$ cat src/rtl/hsv_core_issue_scoreboard.sv
// Register-hazard scoreboard between issue masking and dispatch: tracks in-flight
// writers, stalls hazardous issue and drives a one-entry valid/ready output register.
package hsv_core_issue_pkg;
  typedef logic [30:0] reg_mask;
  typedef struct packed {
    logic [31:0] pc;
    logic [31:0] instr;
  } issue_data_t;
endpackage

module hsv_core_issue_scoreboard
  import hsv_core_issue_pkg::*;
#(
  parameter int MAX_INFLIGHT  = 8,
  parameter int CNT_W         = $clog2(MAX_INFLIGHT + 1),
  parameter bit COMMIT_BYPASS = 1'b1
) (
  input  logic             clk_core,
  input  logic             rst_core_n,
  input  logic             flush_req,
  input  logic             valid_i,
  input  issue_data_t      issue_data,
  input  reg_mask          mask,
  input  reg_mask          rd_mask,
  output logic             stall_o,
  output issue_data_t      out,
  output logic             valid_o,
  input  logic             ready_i,
  input  logic             commit_valid,
  input  reg_mask          commit_mask,
  output reg_mask          busy_o,
  output logic [CNT_W-1:0] inflight_o
);

  reg_mask          busy_r;
  reg_mask          clr_s;
  reg_mask          busy_eff_s;
  logic [CNT_W-1:0] inflight_r;
  logic [CNT_W-1:0] cnt_cmp_s;
  issue_data_t      out_r;
  logic             valid_r;
  logic             hazard_s;
  logic             full_s;
  logic             blocked_s;
  logic             stall_s;
  logic             fire_s;
  logic             inc_s;
  logic             dec_s;

  // Hazard, capacity and accept decode for the instruction presented this cycle
  always_comb begin
    clr_s      = 31'd0;
    busy_eff_s = busy_r;
    cnt_cmp_s  = inflight_r;
    if (commit_valid) begin
      clr_s = commit_mask & busy_r;
    end else begin
      clr_s = 31'd0;
    end
    // With bypass a retiring writer no longer blocks, and frees its counter slot now
    if (COMMIT_BYPASS && (clr_s != 31'd0)) begin
      busy_eff_s = busy_r & ~clr_s;
      cnt_cmp_s  = inflight_r - CNT_W'(1);
    end else begin
      busy_eff_s = busy_r;
      cnt_cmp_s  = inflight_r;
    end
    hazard_s  = |(mask & busy_eff_s);
    full_s    = (cnt_cmp_s == CNT_W'(MAX_INFLIGHT)) && (rd_mask != 31'd0);
    blocked_s = valid_r & ~ready_i;
    stall_s   = valid_i & (hazard_s | full_s | blocked_s | flush_req);
    fire_s    = valid_i & ~stall_s;
    inc_s     = fire_s & (rd_mask != 31'd0);
    dec_s     = (clr_s != 31'd0);
  end

  // Busy vector, in-flight counter and output register state
  always_ff @(posedge clk_core) begin
    if (!rst_core_n) begin
      busy_r     <= 31'd0;
      inflight_r <= CNT_W'(0);
      valid_r    <= 1'b0;
      out_r      <= issue_data_t'(64'd0);
    end else if (flush_req) begin
      busy_r     <= 31'd0;
      inflight_r <= CNT_W'(0);
      valid_r    <= 1'b0;
    end else begin
      // A new writer wins over a same-cycle retirement of the same register
      busy_r <= (busy_r & ~clr_s) | (fire_s ? rd_mask : 31'd0);
      case ({inc_s, dec_s})
        2'b10:   inflight_r <= inflight_r + CNT_W'(1);
        2'b01:   inflight_r <= inflight_r - CNT_W'(1);
        default: inflight_r <= inflight_r;
      endcase
      if (fire_s) begin
        out_r   <= issue_data;
        valid_r <= 1'b1;
      end else if (ready_i || !valid_r) begin
        valid_r <= 1'b0;
      end else begin
        valid_r <= valid_r;
      end
    end
  end

  assign stall_o    = stall_s;
  assign out        = out_r;
  assign valid_o    = valid_r;
  assign busy_o     = busy_r;
  assign inflight_o = inflight_r;

endmodule


$ cat config.mk
export PLATFORM = sky130hd
export DESIGN_NAME = hsv_core_issue_scoreboard
export DESIGN_NICKNAME = d
export VERILOG_FILES = /design/src/rtl/hsv_core_issue_scoreboard.sv
export SDC_FILE = /design/constraint.sdc
export NUM_CORES = 1
export LEC_CHECK = 0
export CAP_MARGIN = 10
export CELL_PAD_IN_SITES_DETAIL_PLACEMENT = 0
export CELL_PAD_IN_SITES_GLOBAL_PLACEMENT = 1
export CORE_ASPECT_RATIO = 1.4
export CORE_UTILIZATION = 29
export CTS_CLUSTER_SIZE = 28
export DETAILED_ROUTE_END_ITERATION = 10
export GPL_TIMING_DRIVEN = 0
export PLACE_DENSITY_LB_ADDON = 0.1
export REMOVE_ABC_BUFFERS = 1
export SYNTH_ARGS = -nofsm -noshare
export SYNTH_HDL_FRONTEND = slang
export SYNTH_SLANG_ARGS = --single-unit
$ cat constraint.sdc
create_clock -name clk_core -period 5.3 [get_ports clk_core]
set_input_delay 1.325 -clock clk_core [delete_from_list [all_inputs] [get_ports clk_core]]
set_output_delay 1.325 -clock clk_core [all_outputs]
set_load 0.005 [all_outputs]
[Yosys cells after proc, flatten, opt, wreduce, memory -nomap -nowiden]
Index checks and enable logic that the tools add are counted.
Storage, ports and cells
  register bits: 100
  output and inout port bits: 101
  word-level logic and storage cells: 43
Cells by class
  muxes and demuxes: 7
  reduce and logical (&&, ||, !) cells: 10
  add/sub/neg operators: 2
  equal/unequal tests: 3
  bitwise operators: 16
Operators by type and width (count)
  $and 31x31->31: 3
  $mux 31: 3
  $reduce_bool 31->1: 2
  $not 31->31: 1
  $or 31x31->31: 1
  $reduce_or 31->1: 1
  $pmux 4 s2: 1
  $add 4x1->4 const B: 1
  $and 1x1->1: 4
  $eq 4x4->1 const B: 1
  $mux 4: 1
  $not 1->1: 4
  $reduce_bool 2->1: 2
  $sub 4x1->4 const B: 1
  $or 1x1->1: 3
  $eq 2x1->1 const B: 1
  $eq 2x2->1 const B: 1
  $mux 1: 2
  $reduce_and 2->1: 1
  $reduce_or 2->1: 1
  $logic_and 1x1->1: 1
  $logic_not 1->1: 1
  $logic_or 1x1->1: 1

[Depth between registers and ports, before layout]
Gate-level depths: netlist of the first run.
  word-level depth: 16
  gate-level depth with buffers: 12

[Worst setup path before layout of the first run]
Ideal clock, no wire load.
  path kind: input to output
  start: input rd_mask[19]
  end: output stall_o
  arrival: 2653 ps
  slack: 1322 ps
  cell stages on the path: 7
  path buffers: 0
  path through: or4_1 > nor4_2 > nand4_1 > nand2_1 > o211ai_2 > a21boi_0 > o21a_1
On the way
  longest elaborated chain between the ends: 6
RTL lines
  start: declaration: line 24  | input reg_mask rd_mask,
  $reduce_bool 31->1: line 69  | full_s = (cnt_cmp_s == CNT_W'(MAX_INFLIGHT)) && (rd_mask != 31'd0);
  $logic_and 1x1->1: line 69
  $or 1x1->1 (3 in a row): line 71  | stall_s = valid_i & (hazard_s | full_s | blocked_s | flush_req);
  $and 1x1->1: line 71
  end: declaration: line 25  | output logic stall_o,
Every way passes these cells.

[Final worst setup path of the first run]
  start: input commit_mask[28]
  end: output stall_o
On the way
  longest elaborated chain between the ends: 11
  elaborated cells between the ends (all ways): 15
RTL lines
  start: declaration: line 30  | input reg_mask commit_mask,
  $and 31x31->31 *: line 56  | clr_s = commit_mask & busy_r;
  $mux 31 *: line 55  | if (commit_valid) begin
  branches (longest 5 deep; another with $reduce_bool 31->1)
  $or 1x1->1 * (3 in a row): line 71
  $and 1x1->1 *: line 71
Every way passes the cells marked *.

==> impl_metrics.json, run 1 <==
{
  "cap_violations": 0,
  "cts-buffers-inserted": 9,
  "p_per_area_nw_per_um2": 308,
  "p_int_mw": 1.67,
  "end_kind": "output port",
  "netlist_top_cells_area": "dfxtp_1 (42%), nand2_1 (15%), mux2i_1 (14%)",
  "synthArstFlopShare_pct": 0,
  "clock_latency_ps": 350,
  "place_ws_ps": -189,
  "whs_path_depth": 2,
  "min_path_type": "flop to flop",
  "ant_nets": 0,
  "worstSetupStartpointType": "primary input",
  "routed_wl_mm": 17.5,
  "reg2reg_to": "inflight_o[2]",
  "grt.met2_usage_pct": 35.3,
  "finalSetupViolations": 0,
  "drive_gt1_share_pct": 8.35,
  "h-tree-depth": 3,
  "fin_cells": 1002,
  "initial_utilization_pct": 29.6,
  "area_delta_synth_final_pct": 64.1,
  "yosys_register_bits": 100,
  "r2r-start": "busy_o[17]",
  "path_class": "primary input to output port",
  "cp_data_arrival_time_ps": 3910,
  "syn_area_per_cell_sq_um": 8.63,
  "finalHoldViolations": 0,
  "hp-start": "out[31]",
  "comb_power_share_pct": 34.0,
  "hold_end": "out[31]",
  "hold_ws_ps": 456,
  "yosys_most_used_dff": "dfxtp_1",
  "grtUsageMet1_pct": 21.0,
  "cts_buffer_depth": 2,
  "fp-row-count": 55,
  "fin_crit_sh_pct": 98.7,
  "num-nets-final": 963,
  "fin_worst_skew_ps": 7.42,
  "root_buffer": "clkbuf_16",
  "p_leak_nw": 3.02,
  "gp_congestion": 0.888,
  "dr.first_iter.drc_count": 269,
  "cp.required_ps": 3970,
  "cts.sinks": 100,
  "drtPass1Iterations": 4,
  "p_clk_share_pct": 27.6,
  "grtUsageMet3_pct": 7.09,
  "synth_warnings": 0,
  "ys_top_cells_by_count": "nand2_1 (192), dfxtp_1 (100), mux2i_1 (65)",
  "grt_overflow_total": 0,
  "cts_hold_buf": 0,
  "yosysTopAreaCell": "dfxtp_1",
  "fp.coreArea_sq_um": 16200,
  "vias_per_cell": 4.97,
  "synth_most_common_cell": "nand2_1",
  "synth_top_area_share_pct": 41.9,
  "die_h_um": 154,
  "design.die.area_sq_um": 17000,
  "drv_slew": 0,
  "synth.distinct_cells": 47,
  "boundaryPins": 264,
  "tritoncts": "built",
  "grt_pass1_vias": 5077,
  "ys_seq_area_share_pct": 41.9,
  "io_buffers": 263,
  "seqPwrFrac_pct": 38.4,
  "max-slew-margin-rel_pct": 49.5,
  "synth_edf_count": 0,
  "worst_pin_slew_ps": 757,
  "period_minus_slack_ps": 5230,
  "status": "completed",
  "crit_start": "commit_mask[28]",
  "synth_cells": 554,
  "busiest_layer": "met2",
  "swShare_pct": 30.6,
  "grt_pass1_wl_mm": 26.8,
  "grt_usage_pct": 20.0,
  "worstPathMaxFanout": 3,
  "synth_area_sq_um": 4780,
  "wl_per_cell_um": 17.5,
  "clkTransAtPathRegs_ps": 70,
  "rsz0062_at_grt": "no",
  "grt_max_degree": 106,
  "route.detailed.drc": 0,
  "antenna_found_initial": 1,
  "power.net_switching_mw": 0.740,
  "final_core_util_pct": 48.5,
  "worst_slack_ps": 69.5,
  "vias": 4982,
  "tns_ps": 0,
  "r2r_cells": 10,
  "die_w_um": 111,
  "max_freq_mhz": 191,
  "hpwl_mm": 13.3,
  "dp.cells": 985,
  "rrSetupSlack_ps": 2090,
  "vdd_ir_drop_max_mv": 0.187
}
-- flip-flops by register name (all words and copies together) (netlist names) --
| register | flops |
|---|---|
| inflight_o | 4 |
| out | 64 |
| busy_o | 31 |
| valid_o | 1 |
-- power groups by stage --
stage	registers, mW	clock network, mW	logic [mW]
5_1_grt	0.943	0.721	0.878
6_report	0.927	0.667	0.820
3_5_place_dp	0.941	0	0.825
2_1_floorplan	0.944	0	0.344
3_3_place_gp	0.937	0	0.816
4_1_cts	0.928	0.692	0.829
-- through the flow --
step | power, mW | area [sq um]
3_5_place_dp | 1.77 | 7530
5_1_grt | 2.54 | 7850
2_1_floorplan | 1.29 | 4550
3_3_place_gp | 1.75 | 7440
6_report | 2.41 | 7850
4_1_cts | 2.45 | 7840
-- cell type report --
cell class / count / area [sq um]
fillers: 1593 / 8320
repair buffers: 267 / 2720
multi-input cells: 416 / 2570
flip-flops and latches: 100 / 2000
well taps: 199 / 249
clock buffers: 10 / 239
clock inverters: 6 / 56.3
inverters: 3 / 11.3
diodes: 1 / 2.50
-- metal layers --
| layer | wire length, um | part of all wire [%] |
|---|---|---|
| met3 | 1510 | 8.7 |
| met5 | 0 | 0 |
| met2 | 8800 | 50 |
| met1 | 6520 | 37 |
| met4 | 664 | 3.8 |
-- kinds of logic (layout without fill, tap and decap cells) --
| family | count (synthesis) | count (layout) | synth area share, % |
|---|---|---|---|
| buffers and inverters | 38 | 286 | 5.02 |
| flip-flops | 100 | 100 | 41.9 |
| other | 0 | 1 | 0 |
| AND/OR/NAND/NOR | 273 | 273 | 25.6 |
| multiplexers | 65 | 65 | 13.6 |
| AO/OA/AOI/OAI | 72 | 72 | 12.6 |
| XOR/XNOR | 3 | 3 | 0.549 |
| adder cells (fa/ha/maj) | 3 | 3 | 0.785 |
-- worst max-delay path, stage by stage --
cell and delay, ps:
clkdlybuf4s50_1 510, a22o_1 250, a221oi_2 230, nand4_1 190, o31a_1 340, o211ai_2 100
a21boi_0 270, o21a_1 190, clkdlybuf4s50_1 500
-- cell usage in the layout, fill, tap and decap left out, types with 5 or more instances in the layout --
cell and instances:
o22ai_1 12, clkbuf_16 9, a221oi_2 5, dfxtp_1 100
nor2_1 6, mux2i_1 65, nand3_1 8, a31o_2 31
and3_1 31, nand4_1 9, nor4_1 9, a22o_1 6
nand2_1 192, clkdlybuf4s50_1 261
-- worst max path at each step --
stage	endpoint	cells after the start
final	stall_o	9
after global routing	stall_o	9
after CTS	stall_o	9
after detailed placement	stall_o	10
after global placement	busy_o[16]	4
after floorplan	stall_o	7
-- what timing repair did --
item / CTS / global route
gates cloned: 0 / 0
setup endpoints to repair: 1 / 1
resized for setup: 3 / 4
pin swaps: 0 / 0
buffers inserted: 0 / 0
Power figures use the tool's default switching activity.
==> run 2, diff against run 1 <==
--- a/config.mk
+++ b/config.mk
@@ -6,10 +6,10 @@
 export NUM_CORES = 1
 export LEC_CHECK = 0
 export CAP_MARGIN = 10
-export CELL_PAD_IN_SITES_DETAIL_PLACEMENT = 0
-export CELL_PAD_IN_SITES_GLOBAL_PLACEMENT = 1
+export CELL_PAD_IN_SITES_DETAIL_PLACEMENT = 1
+export CELL_PAD_IN_SITES_GLOBAL_PLACEMENT = 2
 export CORE_ASPECT_RATIO = 1.4
-export CORE_UTILIZATION = 29
+export CORE_UTILIZATION = 22
 export CTS_CLUSTER_SIZE = 28
 export DETAILED_ROUTE_END_ITERATION = 10
 export GPL_TIMING_DRIVEN = 0
==> impl_metrics.json, run 2 (synthesized netlist as in run 1, its figures left out) <==
{
  "vias_per_cell": 4.75,
  "final_common_cell": "clkdlybuf4s50_1",
  "dr.first_iter.drc_count": 110,
  "grt_overflow_total": 0,
  "worstSetupStartpointType": "primary input",
  "r2r_cells": 10,
  "boundaryPins": 264,
  "p_leak_nw": 3.04,
  "root_buffer": "clkbuf_16",
  "p_per_area_nw_per_um2": 305,
  "final_cell_area_sq_um": 7970,
  "num-nets-final": 965,
  "die_h_um": 176,
  "wl_per_cell_um": 18.8,
  "drtPass1Iterations": 4,
  "drive_gt1_share_pct": 8.72,
  "fp-row-count": 63,
  "initial_utilization_pct": 22.5,
  "finalSetupViolations": 0,
  "r2r-start": "busy_o[17]",
  "area_delta_synth_final_pct": 66.5,
  "largest_register_ffs": 64,
  "cp_data_arrival_time_ps": 3880,
  "grt_max_degree": 89,
  "tns_ps": 0,
  "finalHoldViolations": 0,
  "vias": 5052,
  "rsz0062_at_grt": "no",
  "reg2reg_to": "inflight_o[2]",
  "crit_start": "commit_mask[17]",
  "cts_hold_buf": 0,
  "clock_latency_ps": 350,
  "design.die.area_sq_um": 22300,
  "cts.sinks": 100,
  "gp_congestion": 0.851,
  "worstPathMaxFanout": 3,
  "grt_pass1_wl_mm": 30.0,
  "dp.cells": 1046,
  "worst_pin_slew_ps": 807,
  "cts-buffers-inserted": 9,
  "grt_pass1_vias": 5389,
  "routed_wl_mm": 20.0,
  "die_w_um": 127,
  "grt_usage_pct": 17.7,
  "hp-start": "out[0]",
  "drv_slew": 0,
  "antenna_found_initial": 1,
  "hpwl_mm": 15.7,
  "tritoncts": "built",
  "hold_end": "out[0]",
  "finalPower_mw": 2.43,
  "status": "completed",
  "layout_common_cells": "clkdlybuf4s50_1 (260), nand2_1 (192), dfxtp_1 (100)",
  "fp.coreArea_sq_um": 21300,
  "cap_violations": 0,
  "cp.required_ps": 3970,
  "clkTransAtPathRegs_ps": 70,
  "cts_buffer_depth": 2,
  "end_kind": "output port",
  "max_freq_mhz": 192,
  "fillers": 2444,
  "fin_crit_sh_pct": 98.3,
  "max-slew-margin-rel_pct": 46.2,
  "dpl_cell_area_sq_um": 7630,
  "min_path_type": "flop to flop",
  "whs_path_depth": 2,
  "fin_cells": 1064,
  "rrSetupSlack_ps": 2010,
  "path_class": "primary input to output port",
  "route.detailed.drc": 0,
  "fin_worst_skew_ps": 8.89,
  "period_minus_slack_ps": 5210,
  "h-tree-depth": 3,
  "io_buffers": 263,
  "vdd_ir_drop_max_mv": 0.198,
  "ant_nets": 0
}
## run 2: what timing repair did
item,4_1_cts,5_1_grt
resized for setup,8,4
pin swaps,3,2
gates cloned,0,0
setup buffers,1,1
endpoints found under the setup margin,1,1
## run 2: worst max-delay path by stage
stage / slack, ps / end / cells after the start
after CTS: 30 / stall_o / 10
after detailed placement: -270 / stall_o / 10
after global routing: 4 / stall_o / 9
after global placement: -3080 / busy_o[16] / 4
after floorplan: 1320 / stall_o / 7
final: 90 / stall_o / 9
## run 2: where the power goes
| part | total, mW | leakage [nW] | switching (mW) | internal, mW |
|---|---|---|---|---|
| Sequential | 0.929 | 0.812 | 0.0703 | 0.859 |
| Clock | 0.649 | 0.136 | 0.322 | 0.327 |
| Combinational | 0.853 | 2.09 | 0.368 | 0.485 |
| Total | 2.43 | 3.04 | 0.760 | 1.67 |
## run 2: routing by layer
layer | vias to the layer above | wire (um) | GRT usage (%)
li1 | 2435 | - | -
met1 | 2381 | 7320 | 17.5
met2 | 204 | 10100 | 32.1
met3 | 32 | 1790 | 6.61
met4 | 0 | 795 | 9.29
met5 | - | 0 | 0
## run 2: metrics by stage
step / hold WS (ps) / utilization, % / setup WS, ps
after floorplan: 451 / - / 1320
after global placement: 441 / 35.3 / -3080
after detailed placement: 447 / 35.8 / -268
after CTS: 464 / 37.4 / 31.1
after global routing: 473 / 37.4 / 4.47
final: 461 / 37.4 / 92.7
## run 2: area by class of cell
cell class | instances | area [sq um] | area share [%]
flip-flops and latches | 100 | 2000 | 25.1
clock buffers | 9 | 225 | 2.83
inverters | 3 | 11.3 | 0.141
repair buffers | 269 | 2750 | 34.5
well taps | 260 | 325 | 4.08
multi-input cells | 416 | 2590 | 32.6
clock inverters | 6 | 56.3 | 0.707
diodes | 1 | 2.50 | 0.0314
## run 2: worst max-delay path, cell delays in order
cell and delay, ps:
clkdlybuf4s50_1 470, a22o_1 250, a221oi_2 240, nand4_1 230, o31a_1 390, nor3_2 260, a21boi_2 90, o21a_1 180
clkdlybuf4s50_1 440
==> run 3, diff against run 2 <==
--- a/config.mk
+++ b/config.mk
@@ -5,6 +5,7 @@
 export SDC_FILE = /design/constraint.sdc
 export NUM_CORES = 1
 export LEC_CHECK = 0
+export ABC_CLOCK_PERIOD_IN_PS = 5300
 export CAP_MARGIN = 10
 export CELL_PAD_IN_SITES_DETAIL_PLACEMENT = 1
 export CELL_PAD_IN_SITES_GLOBAL_PLACEMENT = 2
@@ -12,7 +13,7 @@
 export CORE_UTILIZATION = 22
 export CTS_CLUSTER_SIZE = 28
 export DETAILED_ROUTE_END_ITERATION = 10
-export GPL_TIMING_DRIVEN = 0
+export GPL_ROUTABILITY_DRIVEN = 0
 export PLACE_DENSITY_LB_ADDON = 0.1
 export REMOVE_ABC_BUFFERS = 1
 export SYNTH_ARGS = -nofsm -noshare
==> impl_metrics.json, run 3 (synthesized netlist as in run 1, its figures left out) <==
{
  "tritoncts": "built",
  "finalHoldViolations": 0,
  "routed_wl_mm": 20.7,
  "min_path_type": "flop to flop",
  "die_w_um": 127,
  "drive_gt1_share_pct": 8.98,
  "critical-path-max-stage-delay_ps": 470,
  "hpwl_mm": 16.1,
  "finalSetupViolations": 0,
  "area_delta_synth_final_pct": 65.9,
  "route.detailed.drc": 0,
  "vias": 5131,
  "rsz0062_at_grt": "no",
  "largest_register_ffs": 64,
  "period_minus_slack_ps": 5190,
  "root_buffer": "clkbuf_16",
  "cap_violations": 0,
  "grt_pass1_vias": 5350,
  "grt_pass1_wl_mm": 30.4,
  "worst_pin_slew_ps": 697,
  "fp.coreArea_sq_um": 21300,
  "worstPathCellList": "clkdlybuf4s50_1 -> a22o_1 -> a221oi_1 -> nand4_1 -> o31a_1 -> nor3_2 -> a21boi_1 -> o21a_1 -> clkdlybuf4s50_1",
  "cp.required_ps": 3970,
  "cp_common_cell": "clkdlybuf4s50_1",
  "boundaryPins": 264,
  "grt_usage_pct": 18.1,
  "worstPathMaxFanout": 3,
  "vdd_ir_drop_max_mv": 0.131,
  "dr.first_iter.drc_count": 247,
  "fp-row-count": 63,
  "cts_buffer_depth": 2,
  "final_common_cell": "clkdlybuf4s50_1",
  "drv_slew": 0,
  "cp_data_arrival_time_ps": 3870,
  "grt_max_degree": 70,
  "p_per_area_nw_per_um2": 306,
  "antenna_found_initial": 0,
  "layout_common_cells": "clkdlybuf4s50_1 (262), nand2_1 (192), dfxtp_1 (100)",
  "critPathTopFamily": "compound AO/OA/AOI/OAI gates",
  "fin_cells": 1073,
  "clkTransAtPathRegs_ps": 80,
  "diodes": 0,
  "final_core_util_pct": 37.3,
  "max-slew-margin-rel_pct": 53.4,
  "ant_nets": 0,
  "cts-buffers-inserted": 9,
  "slowest_stage": "clkdlybuf4s50_1",
  "vias_per_cell": 4.78,
  "end_kind": "output port",
  "num-nets-final": 974,
  "initial_utilization_pct": 22.5,
  "cts_hold_buf": 0,
  "drtPass1Iterations": 4,
  "clock_latency_ps": 350,
  "finalPower_mw": 2.43,
  "design.die.area_sq_um": 22300,
  "max_freq_mhz": 193,
  "worst-path-buf-inv": 2,
  "cts.sinks": 100,
  "wl_per_cell_um": 19.3,
  "io_buffers": 263,
  "p_leak_nw": 3.04,
  "fin_crit_sh_pct": 98.0,
  "path_class": "primary input to output port",
  "die_h_um": 176,
  "dp.cells": 1057,
  "status": "completed",
  "h-tree-depth": 3,
  "grt_overflow_total": 0,
  "worstSetupStartpointType": "primary input",
  "fin_worst_skew_ps": 11.4
}
-- run 3: cell types whose count changed in the layout (fill, tap and decap cells not counted), sizes merged --
cell,previous run,this run
buf,7,16
clkdlybuf4s50,260,262
diode,1,0
dlygate4sd2,1,0
-- run 3: through the flow --
stage	setup TNS, ps	area (sq um)	hold WS, ps	setup slack [ps]
floorplan	0	4550	451	1320
global placement	0	7640	442	40.8
detailed placement	-13.6	7640	452	-13.6
CTS	0	7930	465	61.2
global route	0	7930	477	0.664
finish	0	7930	459	109
-- run 3: final cells by class --
| cell class | count | area [sq um] |
|---|---|---|
| inverters | 3 | 11.3 |
| multi-input cells | 416 | 2550 |
| clock inverters | 6 | 56.3 |
| flip-flops and latches | 100 | 2000 |
| clock buffers | 10 | 229 |
| well taps | 260 | 325 |
| fillers | 2471 | 13300 |
| repair buffers | 278 | 2760 |
-- run 3: report_power, final --
group | internal, mW | switching, mW
Sequential | 0.859 | 0.0712
Combinational | 0.476 | 0.366
Clock | 0.330 | 0.326
-- run 3: path summary, 6_finish.rpt --
kind / startpoint / to / slack [ps] / depth (start not counted)
setup / recovery: commit_mask[17] / stall_o / 110 / 9
hold / removal: out[20] / out[20] / 460 / 2
setup reg to reg: busy_o[13] / inflight_o[2] / 2040 / 11
hold reg to reg: out[20] / out[20] / 460 / 2
-- run 3: timing repair --
item | in CTS | in global routing
gates resized for setup | 1 | 1
cloned | 0 | 0
setup buffers | 0 | 0
setup endpoints to repair | 1 | 1
-- run 3: metal layers --
layer  GRT usage, %  part of all wire, %  vias to the layer above
met5              0                    0                        -
met4           7.78                  3.2                        0
met3           6.03                  8.7                       31
met2           33.0                   51                      211
met1           18.7                   37                     2434
li1               -                    -                     2455
-- run 3: tightest hold or removal path: stages, from the launching register on --
cell and delay, ps:
dfxtp_1 320, nand2_1 50, mux2i_1 50
==> RTL edit (config.mk and constraints of run 3) <==
Change the parameter `MAX_INFLIGHT` from 8 to 4.
--- a/src/rtl/hsv_core_issue_scoreboard.sv
+++ b/src/rtl/hsv_core_issue_scoreboard.sv
@@ -12,5 +12,5 @@
   import hsv_core_issue_pkg::*;
 #(
-  parameter int MAX_INFLIGHT  = 8,
+  parameter int MAX_INFLIGHT  = 4,
   parameter int CNT_W         = $clog2(MAX_INFLIGHT + 1),
   parameter bit COMMIT_BYPASS = 1'b1
Ports: changed (resized inflight_o); port bits go from 264 to 263. The function was not compared with the original's and may differ.
==> RTL edit against run 3 <==
  * Register-to-register slack improved by 0.31 ns
  * Routed wire length decreased by 1.9%
  * First-iteration DRC count decreased by 43%
  * Area after synthesis decreased by 3.0%
  * Total power decreased by 16%
  * Sequential cell count decreased by 1
  * Sequential power decreased by 9.8%
  * Worst setup slack improved by 0.065 ns
  * Final area decreased by 1.6%
  * Critical path type unchanged
  * Largest cell class unchanged
==> RTL edit: results <==
worst_setup_path:
  rrSetupSlack_ns: 2.35
  r2r_cells: 10
  critPathArrivalTime_ns: 3.80
  slowest_delay_ns: 0.55
placed_design:
  placedCellCount: 1035
  placed_area_mm2: 0.00749
  port_buffers: 262
  place_ws_ns: 0.0235
  hpwl_um: 15700
finish:
  drive_above_1_share: 0.0781
  final-clk-cell-share: 0.0401
  design_area_mm2: 0.00781
  multi_input_area_share: 0.316
  layout.nets: 956
  clkbuf_count: 12
  nNonClkBuffers: 273
  fillers: 2400
  sh_seq_area: 0.254
  multi_input_gates: 404
  buf_share: 0.348
floorplanning:
  tap-cell-count: 256
power:
  leakagePower_nw: 2.99
  internal_power_w: 0.00150
grt:
  grt_pass1_vias: 5498
  grt_start_max_net_pins: 96
synth:
  synthMuxAreaShare: 0.142
  synth_commonest_cells: "185 x nand2_1, 99 x dfxtp_1, 66 x mux2i_1"
  ys_top_cells_by_area: "dfxtp_1 43%, nand2_1 15%, mux2i_1 14%"
  synth_xor_xnor_area_share: 0.00566
  ys_ff_latch: 99
  synth_compound_area_frac: 0.122
timing:
  fmax_ghz: 0.195
  fin_skew_ns: 0.00599
  whs_ns: 0.455
  slew_headroom: 0.305
route:
  drt-initial-drc-count: 140
  drt_wl_total_um: 20300
  num_vias: 5004
  wl_per_cell_um: 19.3
worst_hold_path:
  min_to: "out[61]"
status:
  status: "complete, no violations"
-- RTL edit: routing by layer --
metal | routed length [µm] | vias up | track usage
met1 | 7620 | 2368 | 0.192
li1 | - | 2404 | -
met4 | 624 | 0 | 0.0858
met5 | 0 | - | 0
met3 | 1700 | 22 | 0.0673
met2 | 10300 | 210 | 0.337
-- RTL edit: what timing repair did --
action | 4_1_cts | 5_1_grt
resized for setup | 0 | 1
endpoints found under the setup margin | 0 | 1
hold buffers | 0 | 0
-- RTL edit: power groups by stage --
stage / clock network (W) / logic, W / registers, W
detailed placement: 0 / 0.000515 / 0.000855
floorplan: 0 / 0.000193 / 0.000854
global placement: 0 / 0.000509 / 0.000852
CTS: 0.000735 / 0.000519 / 0.000839
finish: 0.000698 / 0.000511 / 0.000839
global route: 0.000764 / 0.000550 / 0.000846
